**src/rtl/ping_pkg.sv**
```systemverilog
// Shared state encoding and default timing constants for the phase-ping sequencer.
package ping_pkg;

  typedef enum logic [1:0] {
    IDLE   = 2'd0,
    FIRE   = 2'd1,
    LISTEN = 2'd2,
    REPORT = 2'd3
  } state_t;

  localparam int DEF_PERIOD = 4096;
  localparam int DEF_NPINGS = 16;
  localparam int DEF_BLANK  = 64;

endpackage

```
**src/rtl/ping_capture.sv**
```systemverilog
// Per-ping RX capture: gates rx_stb outside the blanking window and while transmitting,
// and tracks the first/last accepted timestamp. Outputs include a strobe taken this cycle.
module ping_capture #(
  parameter int TS_W  = 12,
  parameter int BLANK = 64
) (
  input  logic            clk,
  input  logic            rst,
  input  logic            clr,
  input  logic            listen,
  input  logic            tx_busy,
  input  logic            rx_stb,
  input  logic [TS_W-1:0] cyc,
  output logic            gate,
  output logic            hit,
  output logic [TS_W-1:0] ts_first,
  output logic [TS_W-1:0] ts_last
);

  logic            hit_q;
  logic [TS_W-1:0] first_q;
  logic [TS_W-1:0] last_q;
  logic            take;

  // The scheduler samples these on the last cycle of a ping, so a strobe landing
  // on that same cycle must already be folded in.
  always_comb begin
    gate     = listen && (cyc >= TS_W'(BLANK)) && !tx_busy;
    take     = rx_stb && gate;
    hit      = hit_q || take;
    ts_first = (take && !hit_q) ? cyc : first_q;
    ts_last  = take ? cyc : last_q;
  end

  always_ff @(posedge clk) begin
    if (!rst || clr) begin
      hit_q   <= 1'b0;
      first_q <= '0;
      last_q  <= '0;
    end else begin
      hit_q   <= hit;
      first_q <= ts_first;
      last_q  <= ts_last;
    end
  end

endmodule

```
**src/rtl/ping_scheduler.sv**
```systemverilog
// Phase-ping sequencer: fires the transmitter once per period, captures RX timing per ping
// and reports first/last timestamp sums and hit count once per batch of pings.
module ping_scheduler
  import ping_pkg::*;
#(
  parameter int  PERIOD = DEF_PERIOD,
  parameter int  NPINGS = DEF_NPINGS,
  parameter int  BLANK  = DEF_BLANK,
  localparam int TS_W   = $clog2(PERIOD),
  localparam int HIT_W  = $clog2(NPINGS + 1),
  localparam int ACC_W  = TS_W + HIT_W
) (
  input  logic             clk,
  input  logic             rst,
  input  logic             start,
  input  logic             stop,
  input  logic             cont,
  input  logic             rx_stb,
  input  logic             tx_busy,
  output logic             tx_stb,
  output logic             rx_gate,
  output logic             busy,
  output logic             res_valid,
  output logic [ACC_W-1:0] res_begin,
  output logic [ACC_W-1:0] res_end,
  output logic [HIT_W-1:0] res_hits
);

  state_t           state;
  state_t           state_nxt;
  logic [TS_W-1:0]  cyc;
  logic [HIT_W-1:0] ping_idx;
  logic [HIT_W-1:0] acc_hits;
  logic [ACC_W-1:0] acc_begin;
  logic [ACC_W-1:0] acc_end;
  logic             listen;
  logic             cap_hit;
  logic [TS_W-1:0]  cap_first;
  logic [TS_W-1:0]  cap_last;
  logic             ping_end;
  logic             last_ping;
  logic [ACC_W-1:0] sum_begin;
  logic [ACC_W-1:0] sum_end;
  logic [HIT_W-1:0] sum_hits;

  ping_capture #(
    .TS_W  (TS_W),
    .BLANK (BLANK)
  ) u_capture (
    .clk      (clk),
    .rst      (rst),
    .clr      (tx_stb),
    .listen   (listen),
    .tx_busy  (tx_busy),
    .rx_stb   (rx_stb),
    .cyc      (cyc),
    .gate     (rx_gate),
    .hit      (cap_hit),
    .ts_first (cap_first),
    .ts_last  (cap_last)
  );

  always_comb begin
    ping_end  = (state == LISTEN) && (cyc == TS_W'(PERIOD - 1));
    last_ping = (ping_idx == HIT_W'(NPINGS - 1));
    sum_begin = acc_begin + (cap_hit ? ACC_W'(cap_first) : '0);
    sum_end   = acc_end + (cap_hit ? ACC_W'(cap_last) : '0);
    sum_hits  = acc_hits + HIT_W'(cap_hit);
  end

  always_ff @(posedge clk) begin
    if (!rst) state <= IDLE;
    else      state <= state_nxt;
  end

  always_comb begin
    state_nxt = state;
    case (state)
      IDLE:    if (start && !stop) state_nxt = FIRE;
      FIRE:    state_nxt = stop ? IDLE : LISTEN;
      LISTEN: begin
        if (stop)          state_nxt = IDLE;
        else if (ping_end) state_nxt = last_ping ? REPORT : FIRE;
      end
      REPORT:  state_nxt = (cont && !stop) ? FIRE : IDLE;
      default: state_nxt = IDLE;
    endcase
  end

  always_comb begin
    tx_stb    = (state == FIRE);
    listen    = (state == LISTEN);
    busy      = (state != IDLE);
    res_valid = (state == REPORT);
  end

  // cyc wraps from PERIOD-1 to 0 on its own, so FIRE always starts at zero.
  always_ff @(posedge clk) begin
    if (!rst) begin
      cyc       <= '0;
      ping_idx  <= '0;
      acc_begin <= '0;
      acc_end   <= '0;
      acc_hits  <= '0;
      res_begin <= '0;
      res_end   <= '0;
      res_hits  <= '0;
    end else begin
      case (state)
        FIRE:   cyc <= cyc + TS_W'(1);
        LISTEN: begin
          cyc <= cyc + TS_W'(1);
          if (ping_end && !stop) begin
            acc_begin <= sum_begin;
            acc_end   <= sum_end;
            acc_hits  <= sum_hits;
            if (last_ping) begin
              res_begin <= sum_begin;
              res_end   <= sum_end;
              res_hits  <= sum_hits;
            end else begin
              ping_idx <= ping_idx + HIT_W'(1);
            end
          end
        end
        default: begin
          cyc       <= '0;
          ping_idx  <= '0;
          acc_begin <= '0;
          acc_end   <= '0;
          acc_hits  <= '0;
        end
      endcase
    end
  end

endmodule

```
**config.mk**
```make
export PLATFORM = sky130hd
export DESIGN_NAME = ping_scheduler
export DESIGN_NICKNAME = d
export VERILOG_FILES = /design/src/rtl/ping_pkg.sv /design/src/rtl/ping_capture.sv /design/src/rtl/ping_scheduler.sv
export SDC_FILE = /design/constraint.sdc
export NUM_CORES = 1
export LEC_CHECK = 0
export BUFFER_PORTS_ARGS = -buffer_cell sky130_fd_sc_hd__buf_2
export CORE_ASPECT_RATIO = 0.7
export CORE_MARGIN = 5
export CORE_UTILIZATION = 47
export DETAILED_ROUTE_END_ITERATION = 7
export PLACE_DENSITY = 0.73
export SETUP_SLACK_MARGIN = 0.05
export SLEW_MARGIN = 20
export SYNTH_ARGS = -nofsm -noshare
export SYNTH_HDL_FRONTEND = slang
export SYNTH_SLANG_ARGS = --single-unit
```
**constraint.sdc**
```tcl
create_clock -name clk -period 6.43 [get_ports clk]
set_clock_uncertainty 0.15 [all_clocks]
set_input_delay 0.9645 -clock clk [delete_from_list [all_inputs] [get_ports clk]]
set_output_delay 0.9645 -clock clk [all_outputs]
set_load 0.005 [all_outputs]
```
# Word level (Yosys, flattened, before mapping)
# Index checks and enable logic that the tools add are counted.
[classes] n_addsub=5 n_lt_le_gt_ge=1 n_eq_ne=9 n_mux=20 n_bitwise=1 reduce_logical=22
[ops] operator="17-bit case mux with 2 select lines" n=2
[ops] operator="12-bit 2-to-1 mux" n=4
[ops] operator="17-bit by 12-bit adder with 17-bit output" n=2
[ops] operator="17-bit 2-to-1 mux" n=2
[ops] operator="5-bit case mux with 2 select lines" n=2
[ops] operator="5-bit 2-to-1 mux" n=3
[ops] operator="12-bit by 1-bit adder with 12-bit output, second input constant" n=1
[ops] operator="12-bit equality test, second input constant" n=1
[ops] operator="12-bit by 7-bit >= comparator with 1-bit output, second input constant" n=1
[ops] operator="2-bit 2-to-1 mux" n=5
[ops] operator="1-bit logical AND" n=8
[ops] operator="2-bit case mux with 4 select lines" n=1
[ops] operator="2-bit != test, second input constant" n=3
[ops] operator="2-bit AND reduction" n=3
[ops] operator="3-bit AND reduction" n=2
[ops] operator="5-bit by 1-bit adder with 5-bit output" n=1
[ops] operator="5-bit by 1-bit adder with 5-bit output, second input constant" n=1
[ops] operator="5-bit by 4-bit equality test with 1-bit output, second input constant" n=1
[ops] operator="2-bit equality test, second input constant" n=2
[ops] operator="1-bit logical NOT" n=4
[ops] operator="3-bit != test, second input constant" n=1
[ops] operator="2-bit by 1-bit equality test with 1-bit output, second input constant" n=1
[ops] operator="2-bit logical NOT" n=1
[ops] operator="1-bit logical OR" n=2
[ops] operator="other kinds (4)" n=4
[totals] regBits=122 inputBits=7 out_inout_bits=43 elab_cells=70

# Depth between registers and ports, before layout
# Gate-level depths: netlist (run 1).
[logic_depth] ltp_word=10 ltp_mapped=17 depth_no_buf=16

# By module
# From an unflattened synthesis (run 1), not the netlist that was laid out.
[unflattened] cells_unflattened=772 area_unflattened_um2=6606.3
[by_module_without_submodules] module="ping_scheduler" n_inst=1 cells_per_inst=645 area_each_um2=5306.3
[by_module_without_submodules] module="ping_capture" n_inst=1 cells_per_inst=127 area_each_um2=1300.0

# Worst setup path before layout (run 1)
# Ideal clock, no wire load.
[synth_path] path_type="in2reg" start="input port tx_busy" end="register res_end[16]" setup_time_ps=86 arrival_time_ps=3751 required_time_ps=6194 slack_ps=2443 cell_stages=15 path_cell_list="nand2b_1 -> a21oi_1 -> nand2_1 -> and2_1 -> clkbuf_1 -> nand2_1 -> nand2_1 -> ha_1 -> clkbuf_1 -> a21o_1 -> a311o_1 -> a2111o_1 -> nand4_1 -> xnor2_1 -> a211oi_1"
[synth_via] elab_chain_len=6 word_cells_on_any_way=7 classes_between="add/sub: 1; mux: 2; reduce/logical: 4"
[synth_rtl] element="start, declared" line_no="ping_scheduler.sv:19" rtl="input logic tx_busy,"
[synth_rtl] element="1-bit logical NOT *" line_no="ping_capture.sv:28" rtl="gate = listen && (cyc >= TS_W'(BLANK)) && !tx_busy;"
[synth_rtl] element="1-bit logical AND *" line_no="ping_capture.sv:28"
[synth_rtl] element="named net rx_gate" line_no="ping_scheduler.sv:21" rtl="output logic rx_gate,"
[synth_rtl] element="1-bit logical AND *" line_no="ping_capture.sv:29" rtl="take = rx_stb && gate;"
[synth_rtl] element="12-bit 2-to-1 mux or 1-bit logical OR (tied branches)" line_no="ping_capture.sv:32, ping_capture.sv:30"
[synth_rtl] element="12-bit 2-to-1 mux *" line_no="ping_scheduler.sv:67" rtl="sum_end = acc_end + (cap_hit ? ACC_W'(cap_last) : '0);"
[synth_rtl] element="17-bit by 12-bit adder with 17-bit output *" line_no="ping_scheduler.sv:67"
[synth_rtl] element="end signal, assigned" line_no="ping_scheduler.sv:119" rtl="res_end <= sum_end;"
[synth_rtl] element="end, declared" line_no="ping_scheduler.sv:25" rtl="output logic [ACC_W-1:0] res_end,"
# The timed path passes the listed nets; every way through them passes the cells marked *.
# A chain may end at the register's enable or synchronous reset.

# Worst setup path in the final report (run 1)
[layout_path] start="register state[0]" end="register res_end[16]"
[layout_via] elab_chain_len=7 word_cells_on_any_way=11 classes_between="add/sub: 1; eq/ne: 1; mux: 2; reduce/logical: 7"
[layout_rtl] element="start, declared" line_no="ping_scheduler.sv:29" rtl="state_t state;"
[layout_rtl] element="start signal, assigned" line_no="ping_scheduler.sv:73" rtl="else state <= state_nxt;"
[layout_rtl] element="2-bit equality test *" line_no="ping_scheduler.sv:64, ping_scheduler.sv:92, ping_scheduler.sv:109"
[layout_rtl] element="1-bit logical AND (2 in a row)" line_no="ping_capture.sv:28"
[layout_rtl] element="1-bit logical AND" line_no="ping_capture.sv:29"
[layout_rtl] element="12-bit 2-to-1 mux or 1-bit logical OR (tied branches)" line_no="ping_capture.sv:32, ping_capture.sv:30"
[layout_rtl] element="12-bit 2-to-1 mux" line_no="ping_scheduler.sv:67"
[layout_rtl] element="17-bit by 12-bit adder with 17-bit output" line_no="ping_scheduler.sv:67"
# Every way passes the cells marked *; elsewhere a longest branch is shown, timed or not.

==> results of run 1 <==
## state kept, by name (all words and copies together) (netlist names)
| register | flops |
|---|---|
| state | 2 |
| cyc | 12 |
| acc_end | 17 |
| res_begin | 17 |
| acc_begin | 17 |
| res_hits | 5 |
| acc_hits | 5 |
| u_capture.last_q | 12 |
| u_capture.first_q | 12 |
| u_capture.hit_q | 1 |
| res_end | 17 |
| ping_idx | 5 |
## Yosys cell counts (3+ instances only)
| cell | n | share of area (%) |
|---|---|---|
| o211ai_1 | 5 | 0.60 |
| clkbuf_1 | 35 | 2.1 |
| o21bai_1 | 4 | 0.48 |
| o21ai_1 | 7 | 0.56 |
| nand4_1 | 8 | 0.80 |
| xnor2_1 | 25 | 3.5 |
| nor2_1 | 49 | 2.9 |
| a21oi_1 | 93 | 7.4 |
| a31oi_1 | 9 | 0.90 |
| o21a_1 | 5 | 0.60 |
| buf_1 | 4 | 0.24 |
| buf_2 | 4 | 0.32 |
| nor4_1 | 5 | 0.50 |
| ha_1 | 35 | 7.0 |
| or3_1 | 7 | 0.70 |
| nand2b_1 | 9 | 0.90 |
| nand2_1 | 184 | 11 |
| o31ai_1 | 4 | 0.48 |
| a21o_1 | 11 | 1.3 |
| dfxtp_1 | 122 | 39 |
| inv_1 | 10 | 0.60 |
| a211oi_1 | 12 | 1.4 |
| nand4b_1 | 5 | 0.70 |
| and2_1 | 6 | 0.60 |
| o21ai_0 | 22 | 1.8 |
| xor2_1 | 12 | 1.7 |
| a22oi_1 | 12 | 1.4 |
| nor2b_1 | 3 | 0.30 |
| nor3_1 | 5 | 0.40 |
| and3_1 | 9 | 0.90 |
| nand3_1 | 38 | 3.0 |
## cells by family (layout without fill, tap and decap cells)
kind of cell	Yosys count	count (layout)	synth area share, %
simple gates	343	343	24.9
flops	122	122	38.9
buf+inv	56	96	3.73
compound gates	201	201	19.5
xor+xnor	37	37	5.16
fa+ha+maj	37	37	7.61
mux	1	1	0.159
## layout make-up
cell class,instances,area [µm²]
fillers,1226,5990
inverters,10,37.5
repair buffers,55,290
flip-flops and latches,122,2440
well taps,166,208
clock buffers,23,478
clock inverters,8,93.8
multi-input cells,619,3600
## report_power, final
| group | switching, mW | leakage (nW) | internal [mW] |
|---|---|---|---|
| combinational | 0.0525 | 1.68 | 0.0149 |
| sequential | 0.00274 | 0.982 | 0.758 |
| clock | 0.334 | 0.287 | 0.596 |
| total | 0.389 | 2.95 | 1.37 |
## critical path, stage by stage, from the launching register on
cell,delay [ns]
dfxtp_1,0.32
inv_1,0.13
ha_1,0.16
buf_4,0.29
nand2b_1,0.09
a21oi_1,0.22
nand2_1,0.37
and2_1,0.45
nand2_1,0.13
nand2_1,0.06
ha_1,0.21
fa_1,0.41
a21o_1,0.20
a311o_1,0.41
a2111o_1,0.48
nand4_1,0.19
xnor2_1,0.08
a211oi_1,0.21
## metal layers
metal	wire length [µm]	vias up	track usage (%)	part of all wire, %
met5	0	-	0	0
met4	270	0	5.60	1.6
met3	1010	23	5.03	6.1
met2	7130	162	32.0	43
met1	8190	2684	31.5	49
li1	-	2836	-	-
## worst paths after layout
path,from,endpoint,slack [ns],cells after the start
setup / recovery,state[0],res_end[16],1.77,17
hold reg to reg,res_begin[2],res_begin[2],0.29,2
hold / removal,res_begin[2],res_begin[2],0.29,2
setup reg to reg,state[0],res_end[16],1.77,17
==> impl_metrics.toml, run 1 <==
[grt]
antenna_found_initial = 0
grt_pass1_wl_um = 27500
grt_pass1_vias = 5366
overflow = 0
grt_max_degree = 38
grt_use_total_pct = 21.6

[sta]
min_period_ns = 4.66
max_freq_mhz = 215
hold_ws_ns = 0.293
rsz0062_at_grt = "false"
fin_ws_ns = 1.77
relSlewSlack_pct = 31.8
setup_tns_ns = 0
setup_violations = 0
tightestPinTransition_ns = 1.02
slew_viol_final = 0
hold_viol = 0
finalCritPeriodShare_pct = 72.4

[clock_tree]
clock_latency_ns = 0.41
htreeDepth = 4
ctsResizeCount = 0
root_buffer = "clkbuf_16"
clk_pin_slew_ns = 0.05
cts_tree = "done"
clock_sinks = 122
post_cts_buffers = 0
cts_buffers = 17
cts_max_path_buffers = 2
cts_hold_buf = 0

[yosys]
async_flop_share_pct = 0
seq_area_frac_synth_pct = 38.9
synthFlopType = "dfxtp_1"
synth_seq_cells = 122
synth_cell_types = 58
synth.net_count = 841
yosysWarnings = 0
synth_area_um2 = 6280
synthCells = 797
syn-mean-instance-area_um2 = 7.88
synth_edf_count = 0

[final_layout]
nNetsFinal = 869
design_area_um2 = 7150
instances_no_fill = 1003
final_layout_size_suffix_gt1_share_pct = 11.1
mostFrequentLayoutCell = "nand2_1"
final_core_util_pct = 54.4
n_antenna_cell = 0
area.growth.synth_to_final_pct = 13.9
final_cell_mix = "nand2_1 (184), dfxtp_1 (122), a21oi_1 (93)"

[drt]
routedWlPerCell_um = 16.6
drt_wl_total_um = 16600
vias = 5705
drtIter0Drc = 418
ant_nets = 0
viasPerCell = 5.69
drt_pass1_iterations = 5
remaining_drc_errors = 0

[run_status]
outcome = "complete, no violations"

[worst_setup_path]
cp.required_ns = 6.61
cp-end-kind = "flip-flop"
worstPathArrival_ns = 4.84
crit_fanout = 25
startpoint_type = "flip-flop"
criticalPathCategory = "flip-flop to flip-flop"

[placement]
post-place-cells = 972
dp_hpwl_um = 11700
post-place-ws_ns = 1.67
placed_cell_area_um2 = 6580
gp_congestion = 0.944
port_buffers = 49

[floorplan]
start_util_pct = 47.8
ios = 50
dieArea_um2 = 15800
num_rows = 35
fp.dieW_um = 148
die_h_um = 107
core-area_um2 = 13100

[power_and_ir_drop]
ir_worst_vdd_uv = 161
finalPower_mw = 1.76
p_per_area_nw_per_um2 = 246
p_leak_nw = 2.95

[run]
maxCapViolCount = 0

[min_path]
hp-class = "flip-flop to flip-flop"
Note: power is estimated with default switching activity, not from simulation.
==> run 2, diff against run 1 <==
- PLACE_DENSITY: 0.73 -> 0.75
- clock period: 6.43 -> 4.27 ns (I/O delays scaled with it)
==> run 2 against run 1 <==
Effect of this change:
- global-route usage fell by 0.86 points
- clock-buffer cell count fell by 2
- cell area rose by 2.2%
- die area did not move
- core utilization rose by 1.2 points
- combinational power rose by 50%
- non-clock buffer count rose by 7
==> impl_metrics.toml, run 2 (synthesis results as in run 1) <==
[drt]
drtIter0Drc = 472
routedWlPerCell_um = 16.0
drt_pass1_iterations = 5
remaining_drc_errors = 0
wl_met2_um = 6930
drt_wl_total_um = 16200
wl_met3_um = 1160
wl_met1_um = 7960
ant_nets = 0
vias = 5722
viasPerCell = 5.66
top_layer = "met4"

[final_layout]
nFillCells = 1201
n_antenna_cell = 0
nNetsFinal = 876
final_core_util_pct = 55.6
final_layout_size_suffix_gt1_share_pct = 12.4
final_cell_mix = "nand2_1 (184), dfxtp_1 (122), a21oi_1 (92)"
area.growth.synth_to_final_pct = 16.4
mostFrequentLayoutCell = "nand2_1"

[worst_setup_path]
startpoint_type = "flip-flop"
cp.required_ns = 4.44
worstPathArrival_ns = 4.01
r2r_slack_ns = 0.43
rr_worst_depth = 16
crit_fanout = 6
rr_startpoint = "state[0]"
criticalPathCategory = "flip-flop to flip-flop"
reg2reg_to = "res_end[16]"
cp-end-kind = "flip-flop"

[clock_tree]
cts_hold_buf = 0
post_cts_buffers = 0
root_buffer = "clkbuf_16"
cts_buffers = 17
cts_max_path_buffers = 2
cts_tree = "done"
clock_sinks = 122
clock_latency_ns = 0.41
clk_pin_slew_ns = 0.05
ctsResizeCount = 0
htreeDepth = 4

[sta]
setup_tns_ns = 0
finalCritPeriodShare_pct = 89.9
slew_viol_final = 0
relSlewSlack_pct = 33.6
rsz0062_at_grt = "false"
max_freq_mhz = 260
hold_viol = 0
tightestPinTransition_ns = 0.996
setup_violations = 0
min_period_ns = 3.84

[placement]
port_buffers = 49
dp_hpwl_um = 11200
gp_congestion = 0.868

[min_path]
min_to = "res_begin[9]"
hp-class = "flip-flop to flip-flop"
hold-path-cell-count = 2
min_from = "res_begin[9]"

[floorplan]
die_h_um = 107
fp.dieW_um = 148
start_util_pct = 47.8
num_rows = 35
ios = 50
core-area_um2 = 13100
dieArea_um2 = 15800

[power_and_ir_drop]
p_leak_nw = 3.02
ir_worst_vdd_uv = 278
p_per_area_nw_per_um2 = 392

[grt]
grt_pass1_vias = 5193
grt_pass1_wl_um = 26500
overflow = 0
grt_use_total_pct = 20.7
antenna_found_initial = 0
grt_max_degree = 56

[run_status]
outcome = "complete, no violations"

[run]
maxCapViolCount = 0
[run 2: cell count changes in the layout (fill, tap and decap cells not counted), sizes merged]
cell	before	now
clkbuf	23	21
buf	55	62
clkinv	6	5
bufinv	2	5
clkinvlp	0	1
[run 2: how the worst max path moves through the flow]
stage              from     endpoint  slack [ns]  depth (start not counted)
6_report       state[0]  res_end[16]        0.43                         16
5_1_grt        state[0]  res_end[16]        0.12                         16
4_1_cts        state[0]  res_end[16]        0.35                         16
3_5_place_dp    tx_busy  res_end[16]        0.24                         15
3_3_place_gp    tx_busy  res_end[14]        0.38                         15
2_1_floorplan   tx_busy  res_end[16]        0.61                         15
[run 2: routing by layer]
metal	vias to the layer above	track usage [%]
li1	2858	-
met1	2663	30.0
met2	186	30.6
met3	15	5.58
met4	0	5.14
met5	-	0
[run 2: where the power goes]
part	internal, mW	switching [mW]	total (mW)
registers	1.14	0.00408	1.15
logic	0.0233	0.0780	0.101
clock network	1.10	0.521	1.62
total	2.26	0.603	2.86
[run 2: through the flow]
stage / area (µm²) / power (mW) / setup WS, ns / instances / hold WS (ns)
final: 7310 / 2.86 / 0.431 / 1011 / 0.294
after global routing: 7310 / 2.95 / 0.121 / 1011 / 0.307
after floorplan: 6280 / 1.24 / 0.607 / 797 / 0.282
after global placement: 6630 / 1.27 / 0.383 / 979 / 0.286
after detailed placement: 6630 / 1.27 / 0.243 / 979 / 0.290
after CTS: 7300 / 2.88 / 0.350 / 1011 / 0.297
[run 2: layout make-up]
class | count | area (µm²) | share of cell area [%]
clock buffer | 21 | 480 | 6.58
clock inverter | 11 | 190 | 2.60
inverter | 10 | 37.5 | 0.514
multi-input combinational | 619 | 3600 | 49.3
sequential | 122 | 2440 | 33.4
tap | 166 | 208 | 2.84
timing repair buffer | 62 | 343 | 4.69
[run 2: critical path, cell delays in order, from the launching register on]
cell      delay [ns]
dfxtp_1         0.33
inv_1           0.13
ha_1            0.19
nand2b_1        0.09
a21oi_2         0.16
nand2_1         0.11
and2_1          0.21
nand2_1         0.08
nand2_1         0.06
ha_1            0.21
fa_1            0.44
a21o_1          0.21
a311o_1         0.41
a2111o_1        0.47
nand4_1         0.19
xnor2_1         0.09
a211oi_1        0.23
==> run 3, diff against run 2 <==
- clock period: 4.27 -> 3.3 ns (I/O delays scaled with it)
==> run 3 against run 2 <==
Effect of this change:
- the flow now finishes with violations (DRC, setup timing)
- setup slack worse by 0.47 ns
- sequential power is 29% higher
- maximum frequency is 15% higher
==> impl_metrics.toml, run 3 (synthesis results as in run 1) <==
[drt]
remaining_drc_errors = 2
vias = 6179
drt_pass1_iterations = 8
drtIter0Drc = 601
viasPerCell = 5.73
ant_nets = 0
routedWlPerCell_um = 17.3
drt_wl_total_um = 18700

[grt]
antenna_found_initial = 0
grt_pass1_wl_um = 29000
met2_usage_pct = 35.9
overflow = 0
grt_pass1_vias = 5586
use_met1_pct = 33.1
busiest_layer = "met2"
grt_max_degree = 36
grt_use_met3_pct = 5.07
grt_use_total_pct = 23.3

[min_path]
hp-class = "input port to flip-flop"
min_to = "ping_idx[3]"
hold-path-cell-count = 2
min_from = "rst"

[sta]
tightestPinTransition_ns = 1.04
finalCritPeriodShare_pct = 101
slew_viol_final = 0
min_period_ns = 3.34
hold_ws_ns = 0.274
hold_viol = 0
relSlewSlack_pct = 30.8
rsz0062_at_grt = "true"
fin_ws_ns = -0.0440
max_freq_mhz = 299
setup_violations = 3
setup_tns_ns = -0.0569

[clock_tree]
cts_max_path_buffers = 2
clock_latency_ns = 0.43
clk_pin_slew_ns = 0.06
cts_tree = "done"
htreeDepth = 4
cts_hold_buf = 0
cts_buffers = 17
clock_sinks = 122
root_buffer = "clkbuf_16"

[final_layout]
area.growth.synth_to_final_pct = 28.5
final_core_util_pct = 61.4
final_layout_size_suffix_gt1_share_pct = 24.6
mostFrequentLayoutCell = "nand2_1"
nNetsFinal = 943
n_antenna_cell = 0
final_cell_mix = "nand2_1 (182), dfxtp_1 (118), a21oi_1 (81)"

[run_status]
outcome = "finished, violations left"
violations = "DRC, setup timing"

[floorplan]
start_util_pct = 47.8
core-area_um2 = 13100
ios = 50
fp.dieW_um = 148
die_h_um = 107
num_rows = 35
dieArea_um2 = 15800

[worst_setup_path]
criticalPathCategory = "flip-flop to flip-flop"
rr_worst_depth = 13
cp.required_ns = 3.50
worstPathArrival_ns = 3.55
crit_fanout = 6
startpoint_type = "flip-flop"
cp-end-kind = "flip-flop"
r2r_slack_ns = -0.04
reg2reg_to = "res_end[12]"
rr_startpoint = "cyc[10]"

[run]
maxCapViolCount = 0

[placement]
gp_congestion = 0.983
dp_hpwl_um = 12400
port_buffers = 49

[power_and_ir_drop]
ir_worst_vdd_uv = 327
power_frac_comb_pct = 4.3
clkPwrFrac_pct = 54.2
finalPower_mw = 3.57
p_sw_share_pct = 22.7
internal_power_mw = 2.76
p_seq_share_pct = 41.5
netSwitchingPower_uw = 809
p_leak_nw = 3.33
p_per_area_nw_per_um2 = 443
## run 3: cell types whose count changed in the layout (fill, tap and decap cells not counted), sizes merged
cell | previous run | this run
inv | 10 | 9
buf | 62 | 129
clkinvlp | 1 | 4
bufinv | 5 | 3
## run 3: per-layer routing
metal | routed length [µm] | up-vias
met3 | 1440 | 38
li1 | - | 2990
met4 | 329 | 0
met2 | 8230 | 252
met1 | 8680 | 2899
met5 | 0 | -
## run 3: repair_timing
item / 4_1_cts / 5_1_grt
setup endpoints to repair: 22 / 44
gates resized for setup: 10 / 47
pin swaps: 3 / 15
hold endpoints to repair: 0 / 0
buffers inserted: 2 / 4
## run 3: worst max-delay path by stage
stage | start | endpoint | cells past startpoint
2_1_floorplan | tx_busy | res_end[16] | 15
3_3_place_gp | tx_busy | res_end[16] | 15
3_5_place_dp | tx_busy | res_end[16] | 15
4_1_cts | state[0] | res_end[12] | 16
5_1_grt | state[0] | res_end[12] | 16
6_report | cyc[10] | res_end[12] | 13
## run 3: layout make-up
| class | count | area (µm²) |
|---|---|---|
| clock buffers | 21 | 470 |
| clock inverters | 11 | 144 |
| fillers | 1121 | 5070 |
| inverters | 10 | 37.5 |
| multi-input cells | 619 | 3910 |
| flip-flops and latches | 122 | 2450 |
| well taps | 166 | 208 |
| repair buffers | 129 | 850 |
## run 3: power by group through the flow
stage	clock [mW]	sequential [mW]	combinational (mW)
CTS	1.94	1.48	0.150
detailed placement	0	1.51	0.145
finish	1.93	1.48	0.154
global placement	0	1.51	0.144
global route	2.03	1.48	0.167
floorplan	0	1.51	0.0875
## run 3: critical path, stage by stage, from the launching register on
cell	delay (ns)
dfxtp_2	0.33
nor4_4	0.32
a21oi_4	0.11
and2_4	0.19
nand2_1	0.08
nand2_1	0.07
ha_2	0.18
fa_2	0.34
a21o_1	0.19
a311o_1	0.34
a2111o_1	0.49
a21oi_2	0.25
o21ai_4	0.08
a21oi_2	0.15
## run 3: stage by stage
| stage | setup WS (ns) | cell area (µm²) | cells |
|---|---|---|---|
| final | -0.0440 | 8070 | 1078 |
| after global routing | -0.209 | 8070 | 1078 |
| after CTS | -0.0481 | 7800 | 1074 |
| after detailed placement | -0.187 | 7150 | 1040 |
| after global placement | -0.155 | 7150 | 1040 |
| after floorplan | 0.0299 | 6360 | 797 |
